$ cat src/rtl/iomem_arb2.sv
// iomem_arb2: two-master round-robin arbiter for the PicoSoC iomem bus.
// Master 0 (CPU iomem port) and master 1 (e.g. display refresh or DMA) share
// one iomem target. Grants are registered and are always separated by one idle
// cycle, so a registered target ready can never leak into the next owner.
// Optional macro IOMEM_ARB_TIMEOUT_EN adds a watchdog that force-completes a
// grant after TIMEOUT cycles without s_ready and sets the sticky err flag.
module iomem_arb2 #(
   parameter int          TIMEOUT       = 16,
   parameter logic [31:0] TIMEOUT_RDATA = 32'hDEAD_BEEF
) (
   input  logic        clk,
   input  logic        reset,
   input  logic        m0_valid,
   output logic        m0_ready,
   input  logic [3:0]  m0_wstrb,
   input  logic [31:0] m0_addr,
   input  logic [31:0] m0_wdata,
   output logic [31:0] m0_rdata,
   input  logic        m1_valid,
   output logic        m1_ready,
   input  logic [3:0]  m1_wstrb,
   input  logic [31:0] m1_addr,
   input  logic [31:0] m1_wdata,
   output logic [31:0] m1_rdata,
   output logic        s_valid,
   input  logic        s_ready,
   output logic [3:0]  s_wstrb,
   output logic [31:0] s_addr,
   output logic [31:0] s_wdata,
   input  logic [31:0] s_rdata,
   output logic [1:0]  grant,
   output logic        err
);

   typedef enum logic [1:0] {
      IDLE = 2'd0,
      GNT0 = 2'd1,
      GNT1 = 2'd2
   } state_t;

   state_t      r_state;
   state_t      w_nextState;
   logic        r_lastOwner;
   logic        w_selM1;
   logic        w_selValid;
   logic [3:0]  w_selWstrb;
   logic [31:0] w_selAddr;
   logic [31:0] w_selWdata;
   logic        w_ready;
   logic [31:0] w_rdata;

`ifdef IOMEM_ARB_TIMEOUT_EN
   localparam int CNT_W = $clog2(TIMEOUT) + 1;
   localparam logic [CNT_W-1:0] CNT_MAX = CNT_W'(TIMEOUT - 1);

   logic [CNT_W-1:0] r_cnt;
   logic             r_err;
   logic             w_timeout;
`else
   logic w_unusedCfg;
   assign w_unusedCfg = ^{TIMEOUT_RDATA, 32'(TIMEOUT)};
`endif

   // The owner's request fields are what the target sees while a grant is open
   assign w_selM1    = (r_state == GNT1);
   assign w_selValid = w_selM1 ? m1_valid : m0_valid;
   assign w_selWstrb = w_selM1 ? m1_wstrb : m0_wstrb;
   assign w_selAddr  = w_selM1 ? m1_addr  : m0_addr;
   assign w_selWdata = w_selM1 ? m1_wdata : m0_wdata;

   // Completion and read data go only to the owner; the waiting master sees zeros
   assign m0_ready = w_ready & ~w_selM1;
   assign m1_ready = w_ready &  w_selM1;
   assign m0_rdata = w_selM1 ? 32'h0 : w_rdata;
   assign m1_rdata = w_selM1 ? w_rdata : 32'h0;

   // Arbitration, bus muxing and grant termination (completion, abandon, timeout)
   always_comb begin
      w_nextState = r_state;
      s_valid     = 1'b0;
      s_wstrb     = 4'h0;
      s_addr      = 32'h0;
      s_wdata     = 32'h0;
      w_ready     = 1'b0;
      w_rdata     = 32'h0;
      grant       = 2'b00;
`ifdef IOMEM_ARB_TIMEOUT_EN
      w_timeout   = 1'b0;
`endif
      case (r_state)
         IDLE: begin
            if (m0_valid && m1_valid) begin
               w_nextState = r_lastOwner ? GNT0 : GNT1;
            end else if (m0_valid) begin
               w_nextState = GNT0;
            end else if (m1_valid) begin
               w_nextState = GNT1;
            end
         end
         GNT0, GNT1: begin
            grant   = w_selM1 ? 2'b10 : 2'b01;
            s_valid = w_selValid;
            s_wstrb = w_selWstrb;
            s_addr  = w_selAddr;
            s_wdata = w_selWdata;
            w_ready = s_ready;
            w_rdata = s_rdata;
            if (s_ready || !w_selValid) begin
               w_nextState = IDLE;
            end
`ifdef IOMEM_ARB_TIMEOUT_EN
            else if (r_cnt == CNT_MAX) begin
               s_valid     = 1'b0;
               w_ready     = 1'b1;
               w_rdata     = TIMEOUT_RDATA;
               w_timeout   = 1'b1;
               w_nextState = IDLE;
            end
`endif
         end
         default: begin
            w_nextState = IDLE;
         end
      endcase
   end

   // State register; the master leaving a grant becomes the low-priority one
   always_ff @(posedge clk or posedge reset) begin
      if (reset) begin
         r_state     <= IDLE;
         r_lastOwner <= 1'b1;
      end else begin
         r_state <= w_nextState;
         if (r_state != IDLE && w_nextState == IDLE) begin
            r_lastOwner <= w_selM1;
         end
      end
   end

`ifdef IOMEM_ARB_TIMEOUT_EN
   // Grant-age counter restarts in IDLE so the first grant cycle sees zero; err is sticky
   always_ff @(posedge clk or posedge reset) begin
      if (reset) begin
         r_cnt <= '0;
         r_err <= 1'b0;
      end else begin
         if (r_state == IDLE) begin
            r_cnt <= '0;
         end else begin
            r_cnt <= r_cnt + CNT_W'(1);
         end
         if (w_timeout) begin
            r_err <= 1'b1;
         end
      end
   end

   assign err = r_err;
`else
   assign err = 1'b0;
`endif

endmodule

$ cat config.mk
export PLATFORM = sky130hd
export DESIGN_NAME = iomem_arb2
export DESIGN_NICKNAME = d
export VERILOG_FILES = /design/src/rtl/iomem_arb2.sv
export SDC_FILE = /design/constraint.sdc
export NUM_CORES = 1
export LEC_CHECK = 0
export BUFFER_PORTS_ARGS = -buffer_cell sky130_fd_sc_hd__buf_2
export CORE_AREA = 2 2 122 124
export DETAILED_ROUTE_END_ITERATION = 10
export DIE_AREA = 0 0 124 126
export GPL_ROUTABILITY_DRIVEN = 0
export PLACE_DENSITY = 0.43
export SYNTH_ARGS = -nofsm -noshare
export SYNTH_HDL_FRONTEND = slang
export SYNTH_SLANG_ARGS = --single-unit
$ cat constraint.sdc
create_clock -name clk -period 1.7 [get_ports clk]
set_input_delay 0.17 -clock clk [delete_from_list [all_inputs] [get_ports clk]]
set_output_delay 0.17 -clock clk [all_outputs]
set_load 0.02 [all_outputs]
# ---- Yosys cells after proc, flatten, opt, wreduce, memory -nomap -nowiden
# Cells that the tools add are included.
dict set report word_totals {
  register_bits 3
  input_bits 173
  output_inout_bits 138
  word_cells 35
}
dict set report op_classes {
  eq_ne 2
  n_mux 20
  bitwise_logic 3
  reduce_logical 8
}
# cell n
set ops {}
lappend ops {{$mux 32} 7}
lappend ops {{$mux 2} 7}
lappend ops {{$mux 4} 2}
lappend ops {{$logic_not 2->1} 2}
lappend ops {{$pmux 2 s2} 1}
lappend ops {{$mux 1} 3}
lappend ops {{$and 1x1->1} 2}
lappend ops {{$eq 2x1->1 const B} 1}
lappend ops {{$eq 2x2->1 const B} 1}
lappend ops {{$logic_and 1x1->1} 2}
lappend ops {{$reduce_bool 2->1} 1}
lappend ops {{$reduce_or 2->1} 1}
lappend ops {{$logic_not 1->1} 1}
lappend ops {{$logic_or 1x1->1} 1}
lappend ops {{$not 1->1} 1}

# ---- Logic depth before layout (Yosys ltp)
# Gate-level depths: netlist (run 1).
dict set report depth {
  depth_word 8
  ltp_mapped 7
  depth_no_buf 6
}

# ---- Worst setup path before layout (run 1)
# OpenSTA, ideal clock, no wires.
dict set report synth_timing {
  path_type {register to output}
  start {register r_state[1]}
  end {output port s_addr[25]}
  arrival_ns 1.626
  required_time_ns 1.530
  path_slack_ns -0.096
  stages_incl_launch_ff 6
  path_buffers 2
  cell_sequence {dfrtp_1 > inv_1 > ha_1 > clkbuf_1 > clkbuf_1 > nor2b_1}
}
dict set report synth_via {
  elab_chain_cells 3
  elab_cells_between_ends 5
  cone_classes {2 x eq/ne; 2 x mux; 1 x reduce/logical}
}
# item line
set synth_rtl {}
lappend synth_rtl {{start: declaration} 41} ;# state_t r_state;
lappend synth_rtl {{start signal: assignment} 133} ;# r_state <= w_nextState;
lappend synth_rtl {{$eq 2x2->1 or $eq 2x1->1 (tied branches)} {65, 90}}
lappend synth_rtl {{$mux 32 or $reduce_or 2->1 (tied branches)} {68, 90}}
lappend synth_rtl {{$mux 32 (*)} 90} ;# case (r_state)
lappend synth_rtl {{end: declaration} 28} ;# output logic [31:0] s_addr,
# Every way passes the cells marked *; elsewhere a longest branch is shown, timed or not.

# ---- Worst setup path in the final report (run 1)
dict set report layout_timing {
  start {register r_state[0]}
  end {output port s_wdata[27]}
}
dict set report layout_via {
  elab_chain_cells 3
  elab_cells_between_ends 5
  cone_classes {2 x eq/ne; 2 x mux; 1 x reduce/logical}
}
# item line
set layout_rtl {}
lappend layout_rtl {{$eq 2x2->1 (*)} 65} ;# assign w_selM1 = (r_state == GNT1);
lappend layout_rtl {{via w_selM1} 44} ;# logic w_selM1;
lappend layout_rtl {{$mux 32 or $reduce_or 2->1 (tied branches)} {69, 90}}
lappend layout_rtl {{$mux 32 (*)} 90}
lappend layout_rtl {{end: declaration} 29} ;# output logic [31:0] s_wdata,
# Mark *: on every way through the listed nets, which the timed path passes. The rest lies on a longest branch.

==> run summary, run 1 <==
Die ar. -> 15620 um2
Die Y -> 126 um
Sink Count -> 3
LEAKAGE -> 2.563 nW
startpoint class of the critical path -> flop
Period minus WS final -> 1.912 ns
top area cells in the synthesized netlist -> mux2i_1, nor2b_1, and2_1
Core Box Area -> 14310 um2
slowest stage delay, CP -> 0.37 ns
vias per cell -> 3.897
total vias in the final route -> 2950
port bufs -> 309
Fin Clk Skew -> 0.0001900 ns
worst reg2reg setup slack -> -0.05 ns
share of cells above drive strength 1 -> 0.8150
final setup violation count -> 136
final cycle utilization of the critical path -> 1.125
Root Buffer -> clkbuf_16
Slew Viols, Final -> 0
Syn-to-layout area delta -> 164.0%
sequential area share after synthesis -> 0.04021
Syn. warnings -> 0
pre-CTS WS -> -0.08005 ns
initial antenna violation count -> 0
peak supply drop -> 0.0008380 V
CP arrival -> 1.74 ns
Hold Crit Class -> in -> async
number of synthesized register bits -> 3
largest net degree at the start of global routing -> 41
CP top delay family -> buffers and inverters
Setup CP Type -> reg -> out
first-pass detailed-route iteration total -> 4
CP Capture Type -> primary output
FF-to-FF End -> r_lastOwner
Final Hold Vio Count -> 0
Clock Pin Slew Worst Setup and Hold Paths -> 0.03 ns
violated checks -> negative setup slack
Total GRT Usage -> 0.1165
CTS tree -> yes
Die Width -> 124 um
wirelength, routed -> 10.61 mm
# rows -> 44
most frequent cells in the layout -> buf_2, buf_6, nor2b_2
Worst Path Buf+Inv -> 3
Worst Reg-to-Reg Cells -> 7
critical path fanouts, max -> 22
number of global-route vias before repair -> 2855
maxcap violations -> 0
unrepaired setup endpoints after global routing -> yes
n_diodes -> 0
post-synth top area cell -> mux2i_1
status -> complete, but fails checks
drt drc -> 0
synthesized area per cell -> 7.532 um2
Worst R2R Start -> r_state[1]
nets -> 752
clock latency on the worst-skew pair -> 0.22 ns
Yosys top cell area share -> 0.3639
WP data required -> 1.53 ns
slowest CP cell -> dfrtp_1
# IOs -> 311
WL/cell -> 14.02 um
Unique masters post-synth -> 19
Congestion Overflow GR -> 0
final hold slack -> 0.3777 ns
Synth Cell Area -> 1898 um2
Final ANT Viol Nets -> 0
crit-path cells -> inv_2 > ha_4 > buf_16 > mux2i_1 > nor2b_2 > buf_2
H-tree levels -> 1
initial drt markers -> 38
cells after synthesis -> 252
pwr dens -> 2113 nW/um2
DP Area -> 3889 um2
Syn Nets -> 430
final setup margin -> -0.2117 ns
total CTS buffers -> 3
DP HPWL -> 7.856 mm
Final Cell Area -> 5011 um2
Initial Util -> 0.1326
Clock Path Buffers -> 2
Fmax -> 523.1 MHz
most common cell after layout, fill and taps aside -> buf_2
first-pass GRT wire length -> 14.37 mm
## worst max-delay path by stage
| stage | from | endpoint | slack, ns | depth (start not counted) |
|---|---|---|---|---|
| after floorplan | r_state[0] | s_addr[26] | 0.0001 | 7 |
| after global placement | r_state[0] | s_addr[9] | -0.06 | 6 |
| after detailed placement | r_state[0] | s_addr[5] | -0.08 | 6 |
| after CTS | r_state[0] | s_addr[13] | -0.18 | 7 |
| after global routing | r_state[1] | m0_rdata[10] | -0.26 | 6 |
| final | r_state[0] | s_wdata[27] | -0.21 | 6 |
## logic make-up (layout without fill, tap and decap cells)
| family | Yosys count | after routing | share of synthesized area |
|---|---|---|---|
| compound gates | 6 | 6 | 0.02043 |
| fa+ha+maj | 5 | 5 | 0.03296 |
| buf+inv | 26 | 347 | 0.06856 |
| flops | 3 | 3 | 0.04021 |
| mux | 70 | 70 | 0.3718 |
| other cells | 1 | 1 | 0.001976 |
| simple gates | 141 | 141 | 0.4641 |
## stage by stage
step | power, W | util | std cells | TNS, ns
floorplan | 0.005322 | - | 252 | 0
finish | 0.01059 | 0.3501 | 757 | -16.23
CTS | 0.009665 | 0.3163 | 752 | -15.64
detailed placement | 0.007756 | 0.2717 | 736 | -0.1593
global route | 0.01126 | 0.3501 | 757 | -27.23
global placement | 0.007731 | 0.2717 | 736 | -0.1601
## synth_stat cells
master     number
a21oi_1         2
a22oi_1         2
and2_1         66
buf_2           2
buf_4           8
clkbuf_1       13
conb_1          1
dfrtp_1         2
dfstp_2         1
ha_1            5
inv_1           3
mux2_4          1
mux2i_1        69
nand2b_1        1
nor2_1          3
nor2b_1        70
nor3b_2         1
o21ai_0         1
o2bb2ai_1       1
## worst register-to-register path: cells and delay by family, from the launching register on
kind / cells / cell delay (ns)
multiplexers: 2 / 0.47
buffers and inverters: 2 / 0.30
adder cells (fa/ha/maj): 1 / 0.22
AO/OA/AOI/OAI: 1 / 0.09
flip-flops: 1 / 0.38
AND/OR/NAND/NOR: 1 / 0.21
## state kept, by name, summed over array words and instances (netlist names)
| signal | count |
|---|---|
| r_lastOwner | 1 |
| r_state | 2 |
## repair_timing
action / 4_1_cts / 5_1_grt
pin swaps: 1 / 2
hold endpoints to repair: 2 / 0
gates resized for setup: 94 / 135
hold buffers: 1 / 0
cloned: 6 / 3
buffers inserted: 5 / 5
setup endpoints to repair: 130 / 138
## power breakdown
| part | switching [W] | internal, W |
|---|---|---|
| clock network | 0.0000674 | 0.000310 |
| logic | 0.00492 | 0.00516 |
| registers | 0.0000206 | 0.000111 |
| total | 0.00501 | 0.00558 |
## layout make-up
cell class / count / area (um2)
fillers: 1469 / 9303
inverters: 3 / 11.26
clock buffers: 4 / 78.83
repair buffers: 340 / 2472
well taps: 184 / 230.2
multi-input cells: 223 / 2142
flip-flops and latches: 3 / 76.32
## layer usage
layer,track usage,part of all wire,vias up
met5,0,0,-
met4,0.01652,0.0074,0
met3,0.02174,0.093,6
met2,0.2311,0.54,187
met1,0.1277,0.36,1297
li1,-,-,1460
Power figures use the tool's default switching activity.
==> inputs of run 2 (changes only) <==
--- a/config.mk
+++ b/config.mk
@@ -11,6 +11,8 @@
 export DIE_AREA = 0 0 124 126
 export GPL_ROUTABILITY_DRIVEN = 0
 export PLACE_DENSITY = 0.43
+export REMOVE_ABC_BUFFERS = 1
 export SYNTH_ARGS = -nofsm -noshare
 export SYNTH_HDL_FRONTEND = slang
 export SYNTH_SLANG_ARGS = --single-unit
+export TNS_END_PERCENT = 10
==> run summary, run 2 (synthesis results as in run 1) <==
Sink Count -> 3 (unchanged)
Register Area -> 76.32 um2 (unchanged)
share of cells above drive strength 1 -> 0.6997 (was 0.8150)
Final Cell Area -> 4679 um2 (was 5011 um2)
Initial Util -> 0.1326 (unchanged)
WL/cell -> 14.07 um (was 14.02 um)
Total GRT Usage -> 0.1132 (was 0.1165)
final setup violation count -> 124 (was 136)
LEAKAGE -> 2.476 nW (was 2.563 nW)
nets -> 755 (was 752)
Regs by FF count -> r_state: 2 flops, r_lastOwner: 1 flops (unchanged)
initial drt markers -> 35 (was 38)
unrepaired setup endpoints after global routing -> yes (unchanged)
pwr dens -> 2159 nW/um2 (was 2113 nW/um2)
Die Y -> 126 um (unchanged)
Clock Pin Slew Worst Setup and Hold Paths -> 0.03 ns (about the same)
footprint of the multi-input gates -> 1898 um2 (was 2142 um2)
Internal Dissipation -> 0.005277 W (was 0.005580 W)
initial antenna violation count -> 0 (unchanged)
pre-CTS WS -> -0.1261 ns (was -0.08005 ns)
clock latency on the worst-skew pair -> 0.22 ns (about the same)
Post-Route Utilization -> 0.3269 (was 0.3501)
Fin Clk Skew -> 0.0004802 ns (was 0.0001900 ns)
final cycle utilization of the critical path -> 1.117 (was 1.125)
critical path fanouts, max -> 16 (was 22)
total CTS buffers -> 3 (unchanged)
final setup margin -> -0.1985 ns (was -0.2117 ns)
DP HPWL -> 8.744 mm (was 7.856 mm)
Fin Setup TNS -> -13.35 ns (was -16.23 ns)
Fillers -> 1502 (was 1469)
Die ar. -> 15620 um2 (unchanged)
Top reg by flops -> r_state (unchanged)
drt drc -> 0 (unchanged)
number of global-route vias before repair -> 2839 (was 2855)
Core Box Area -> 14310 um2 (unchanged)
CTS tree -> yes (unchanged)
Gate power share -> 0.950 (was 0.952)
switching part of the total -> 0.4776 (was 0.4730)
Final ANT Viol Nets -> 0 (unchanged)
status -> complete, but fails checks (unchanged)
most frequent cells in the layout -> buf_2, buf_4, nor2b_1 (was buf_2, buf_6, nor2b_2)
port bufs -> 309 (unchanged)
total vias in the final route -> 3049 (was 2950)
most common cell after layout, fill and taps aside -> buf_2 (unchanged)
vias per cell -> 4.012 (was 3.897)
peak supply drop -> 0.0006692 V (was 0.0008380 V)
CP arrival -> 1.73 ns (was 1.74 ns)
DP Area -> 3794 um2 (was 3889 um2)
Clock Path Buffers -> 2 (unchanged)
Congestion Overflow GR -> 0 (unchanged)
largest net degree at the start of global routing -> 47 (was 41)
first-pass detailed-route iteration total -> 4 (unchanged)
Slew Viols, Final -> 0 (unchanged)
violated checks -> negative setup slack (unchanged)
Final Hold Vio Count -> 0 (unchanged)
n_diodes -> 0 (unchanged)
Period minus WS final -> 1.898 ns (was 1.912 ns)
Setup CP Type -> reg -> out (unchanged)
first-pass GRT wire length -> 14.08 mm (was 14.37 mm)
sequential power share -> 0.013 (was 0.012)
H-tree levels -> 1 (unchanged)
Fmax -> 526.7 MHz (was 523.1 MHz)
maxcap violations -> 0 (unchanged)
P_sw -> 0.004824 W (was 0.005009 W)
Die Width -> 124 um (unchanged)
Root Buffer -> clkbuf_16 (unchanged)
Clk pwr share -> 0.037 (was 0.036)
# rows -> 44 (unchanged)
# IOs -> 311 (unchanged)
final hold slack -> 0.3612 ns (was 0.3777 ns)
startpoint class of the critical path -> flop (unchanged)
Syn-to-layout area delta -> 146.5% (was 164.0%)
Hold Crit Class -> in -> async (unchanged)
CP Capture Type -> primary output (unchanged)
max FFs per register -> 2 (unchanged)
wirelength, routed -> 10.69 mm (was 10.61 mm)
WP data required -> 1.53 ns (about the same)
run 2: per-layer routing:
metal | GRT usage | up-vias | routed length (um) | share of wire
met4 | 0.01124 | 0 | 32 | 0.0030
li1 | - | 1467 | - | -
met2 | 0.2304 | 192 | 5793 | 0.54
met1 | 0.1242 | 1386 | 3920 | 0.37
met3 | 0.01630 | 4 | 947 | 0.089
met5 | 0 | - | 0 | 0
run 2: critical path, stage by stage (launching register included):
cell and delay, ns:
dfrtp_1 0.38, buf_6 0.13, ha_4 0.18, buf_4 0.14, nor2b_4 0.12, buf_12 0.13, clkbuf_16 0.16, and2_1 0.14
buf_6 0.12
run 2: area by class of cell:
type	instances	area share
well taps	184	0.04920
inverters	3	0.002406
clock buffers	4	0.01684
flip-flops and latches	3	0.01631
multi-input cells	223	0.4056
repair buffers	343	0.5096
run 2: final timing paths:
path                             start            to  slack, ns  cells past startpoint
hold reg to reg            r_lastOwner   r_lastOwner       0.63                      1
setup / recovery            r_state[1]  m0_rdata[25]      -0.20                      8
max in group asynchronous        reset   r_lastOwner       1.12                      3
hold / removal                   reset    r_state[1]       0.36                      3
setup reg to reg            r_state[1]   r_lastOwner      -0.10                      8
min in group clk              m1_valid    r_state[0]       0.41                      4
run 2: power groups by stage:
stage,logic [W],registers [W],clock network [W]
CTS,0.00802,0.000130,0.000378
global placement,0.00738,0.000125,0
global route,0.0102,0.000134,0.000383
floorplan,0.00416,0.000135,0
finish,0.00960,0.000131,0.000370
detailed placement,0.00739,0.000127,0
run 2: repair_timing:
action / CTS / global route
gates cloned: 0 / 3
buffers inserted: 4 / 3
setup endpoints to repair: 122 / 124
endpoints found under the hold margin: 2 / 0
gates resized for setup: 64 / 153
hold buffers: 1 / 0
pin swaps: 1 / 0
run 2: through the flow:
step,total power [W],cells
after global routing,0.01071,760
after global placement,0.007506,745
after detailed placement,0.007513,745
final,0.01010,760
after CTS,0.008529,754
after floorplan,0.004293,229
==> inputs of run 3 (changes only) <==
--- a/config.mk
+++ b/config.mk
@@ -5,10 +5,11 @@
 export SDC_FILE = /design/constraint.sdc
 export NUM_CORES = 1
 export LEC_CHECK = 0
+export ABC_AREA = 1
 export BUFFER_PORTS_ARGS = -buffer_cell sky130_fd_sc_hd__buf_2
-export CORE_AREA = 2 2 122 124
+export CORE_AREA = 2 2 121 123
 export DETAILED_ROUTE_END_ITERATION = 10
-export DIE_AREA = 0 0 124 126
+export DIE_AREA = 0 0 123 125
 export GPL_ROUTABILITY_DRIVEN = 0
 export PLACE_DENSITY = 0.43
 export REMOVE_ABC_BUFFERS = 1
==> run summary, run 3 <==
Root Buffer -> clkbuf_16 (unchanged)
Fmax -> 559.3 MHz (was 526.7 MHz)
Post-Route Utilization -> 0.3305 (was 0.3269)
CP arrival -> 1.62 ns (was 1.73 ns)
Final ANT Viol Nets -> 0 (unchanged)
met2 WL -> 6.012 mm (was 5.793 mm)
Slew Viols, Final -> 0 (unchanged)
Sink Count -> 3 (unchanged)
initial antenna violation count -> 0 (unchanged)
met3 WL -> 864 um (was 947 um)
# rows -> 44 (unchanged)
total vias in the final route -> 3659 (was 3049)
Setup CP Type -> reg -> out (unchanged)
CP Capture Type -> primary output (unchanged)
peak supply drop -> 0.0009420 V (was 0.0006692 V)
top post-synthesis cells by count -> nor2_1, nand2_1, o21ai_0, inv_1, buf_2 (was nor2b_1, mux2i_1, and2_1, clkbuf_1, buf_4)
pwr dens -> 2365 nW/um2 (was 2159 nW/um2)
Clock Pin Slew Worst Setup and Hold Paths -> 0.03 ns (about the same)
Syn. warnings -> 0 (unchanged)
maxcap violations -> 0 (unchanged)
share of cells above drive strength 1 -> 0.5497 (was 0.6997)
cells after synthesis -> 410 (was 252)
CTS tree -> yes (unchanged)
sequential area share after synthesis -> 0.04260 (was 0.04021)
slowest stage delay, CP -> 0.37 ns (was 0.38 ns)
final setup margin -> -0.08782 ns (was -0.1985 ns)
Core Box Area -> 14200 um2 (was 14310 um2)
n_diodes -> 0 (unchanged)
Regs by FF count -> r_state: 2 flops, r_lastOwner: 1 flops (unchanged)
final setup violation count -> 94 (was 124)
WP data required -> 1.53 ns (about the same)
WL met1 -> 4.249 mm (was 3.920 mm)
total CTS buffers -> 3 (unchanged)
Die Width -> 123 um (was 124 um)
crit-path cells -> inv_2 > ha_4 > bufbuf_16 > nor2_1 > nor2_1 > buf_2 (was buf_6 > ha_4 > buf_4 > nor2b_4 > buf_12 > clkbuf_16 > and2_1 > buf_6)
# IOs -> 311 (unchanged)
Initial Util -> 0.1261 (was 0.1326)
synthesized area per cell -> 4.370 um2 (was 7.532 um2)
startpoint class of the critical path -> flop (unchanged)
first-pass GRT wire length -> 16.35 mm (was 14.08 mm)
violated checks -> negative setup slack (unchanged)
max layer used -> met4 (unchanged)
most common cell in the netlist -> nor2_1 (was nor2b_1)
first-pass detailed-route iteration total -> 4 (unchanged)
Die ar. -> 15380 um2 (was 15620 um2)
Final Cell Area -> 4695 um2 (was 4679 um2)
nets -> 914 (was 755)
Period minus WS final -> 1.788 ns (was 1.898 ns)
wirelength, routed -> 11.20 mm (was 10.69 mm)
drt drc -> 0 (unchanged)
H-tree levels -> 1 (unchanged)
top area cells in the synthesized netlist -> nor2_1, o21ai_0, nand2_1 (was mux2i_1, nor2b_1, and2_1)
status -> complete, but fails checks (unchanged)
Clock Path Buffers -> 2 (unchanged)
WL/cell -> 12.18 um (was 14.07 um)
Final Hold Vio Count -> 0 (unchanged)
Synth Cell Area -> 1792 um2 (was 1898 um2)
Syn-to-layout area delta -> 162.0% (was 146.5%)
number of synthesized register bits -> 3 (unchanged)
Unique masters post-synth -> 18 (was 19)
DP HPWL -> 8.458 mm (was 8.744 mm)
Hold Crit Class -> in -> async (unchanged)
clock latency on the worst-skew pair -> 0.22 ns (about the same)
Primary FF master, synth -> dfrtp_1 (unchanged)
Total GRT Usage -> 0.1304 (was 0.1132)
slowest CP cell -> dfrtp_1 (unchanged)
ys async rst share -> 1.000 (unchanged)
Die Y -> 125 um (was 126 um)
unrepaired setup endpoints after global routing -> yes (unchanged)
Fin Clk Skew -> 0.001490 ns (was 0.0004802 ns)
largest net degree at the start of global routing -> 25 (was 47)
post-synth top area cell -> nor2_1 (was mux2i_1)
cell mode on critical path -> nor2_1 (was buf_6)
Top reg by flops -> r_state (unchanged)
max FFs per register -> 2 (unchanged)
DP Area -> 3772 um2 (was 3794 um2)
port bufs -> 309 (unchanged)
most frequent cells in the layout -> buf_2, nor2_1, buf_4 (was buf_2, buf_4, nor2b_1)
Yosys top cell area share -> 0.3582 (was 0.3639)
number of global-route vias before repair -> 3335 (was 2839)
final cycle utilization of the critical path -> 1.052 (was 1.117)
LEAKAGE -> 2.824 nW (was 2.476 nW)
critical path fanouts, max -> 16 (unchanged)
initial drt markers -> 107 (was 35)
number of flops mapped to enable cells by yosys -> 0 (unchanged)
vias per cell -> 3.982 (was 4.012)
most common cell after layout, fill and taps aside -> buf_2 (unchanged)
Congestion Overflow GR -> 0 (unchanged)
run 3: cell count changes after synthesis, sizes merged, moves of 2 or more:
| cell | delta |
|---|---|
| nand2 | +81 |
| nor2b | -70 |
| and2 | -66 |
| a21oi | -2 |
| buf | +17 |
| nand3 | +4 |
| o21ai | +67 |
| nor2 | +168 |
| clkbuf | -6 |
| mux2i | -69 |
| a22oi | -2 |
| inv | +39 |
run 3: through the flow:
stage | hold WS [ns] | total power, W | setup TNS [ns] | cells | worst slack, ns
final | 0.3566 | 0.01110 | -3.074 | 919 | -0.08782
after global routing | 0.3804 | 0.01200 | -13.26 | 919 | -0.2086
after CTS | 0.3593 | 0.01055 | -3.398 | 917 | -0.08041
after detailed placement | 0.04657 | 0.008264 | 0 | 897 | 0.01091
after global placement | 0.04731 | 0.008353 | -0.003653 | 897 | -0.003653
after floorplan | -0.07708 | 0.003966 | -328.60 | 376 | -3.149
run 3: cells by family after synthesis:
logic type      share of synthesized area
simple gates                       0.5468
buf+inv                            0.1837
compound gates                     0.1899
fa+ha+maj                         0.03492
flops                             0.04260
other cells                      0.002093
run 3: critical path, delay by kind of cell (launching register included):
family | cells | cell delay (ns)
adder cells (fa/ha/maj) | 1 | 0.24
buffers and inverters | 3 | 0.61
flip-flops | 1 | 0.37
AND/OR/NAND/NOR | 2 | 0.17
run 3: cell type report:
| class | instances | area [um2] |
|---|---|---|
| flip-flops and latches | 3 | 76.32 |
| clock buffers | 4 | 78.83 |
| multi-input cells | 331 | 1504 |
| inverters | 42 | 162.7 |
| repair buffers | 355 | 2643 |
| fillers | 1603 | 9509 |
| well taps | 184 | 230.2 |
run 3: power breakdown:
part           internal, W  switching [W]
Combinational      0.00492        0.00569
Clock             0.000310      0.0000652
Sequential        0.000107      0.0000197
Total              0.00533        0.00577
run 3: final timing paths:
| kind | start | cells after the start | end | slack (ns) |
|---|---|---|---|---|
| min in group clk | s_ready | 6 | r_state[0] | 0.37 |
| min | reset | 3 | r_state[0] | 0.36 |
| max reg2reg | r_state[1] | 12 | r_lastOwner | 0.11 |
| max | r_state[0] | 6 | s_wdata[3] | -0.09 |
| min reg2reg | r_lastOwner | 2 | r_lastOwner | 0.46 |
| max in group asynchronous | reset | 3 | r_lastOwner | 1.13 |
run 3: routing by layer:
metal,global-route usage,vias up
met1,0.1448,1565
met2,0.2616,195
li1,-,1891
met5,0,-
met4,0.01939,0
met3,0.01642,8
run 3: repair_timing:
item / in CTS / in global routing
buffers inserted: 11 / 1
hold endpoints to repair: 2 / 0
setup endpoints to repair: 125 / 134
resized for setup: 142 / 90
cloned: 4 / 1
pin swaps: 6 / 4
hold buffers: 1 / 0
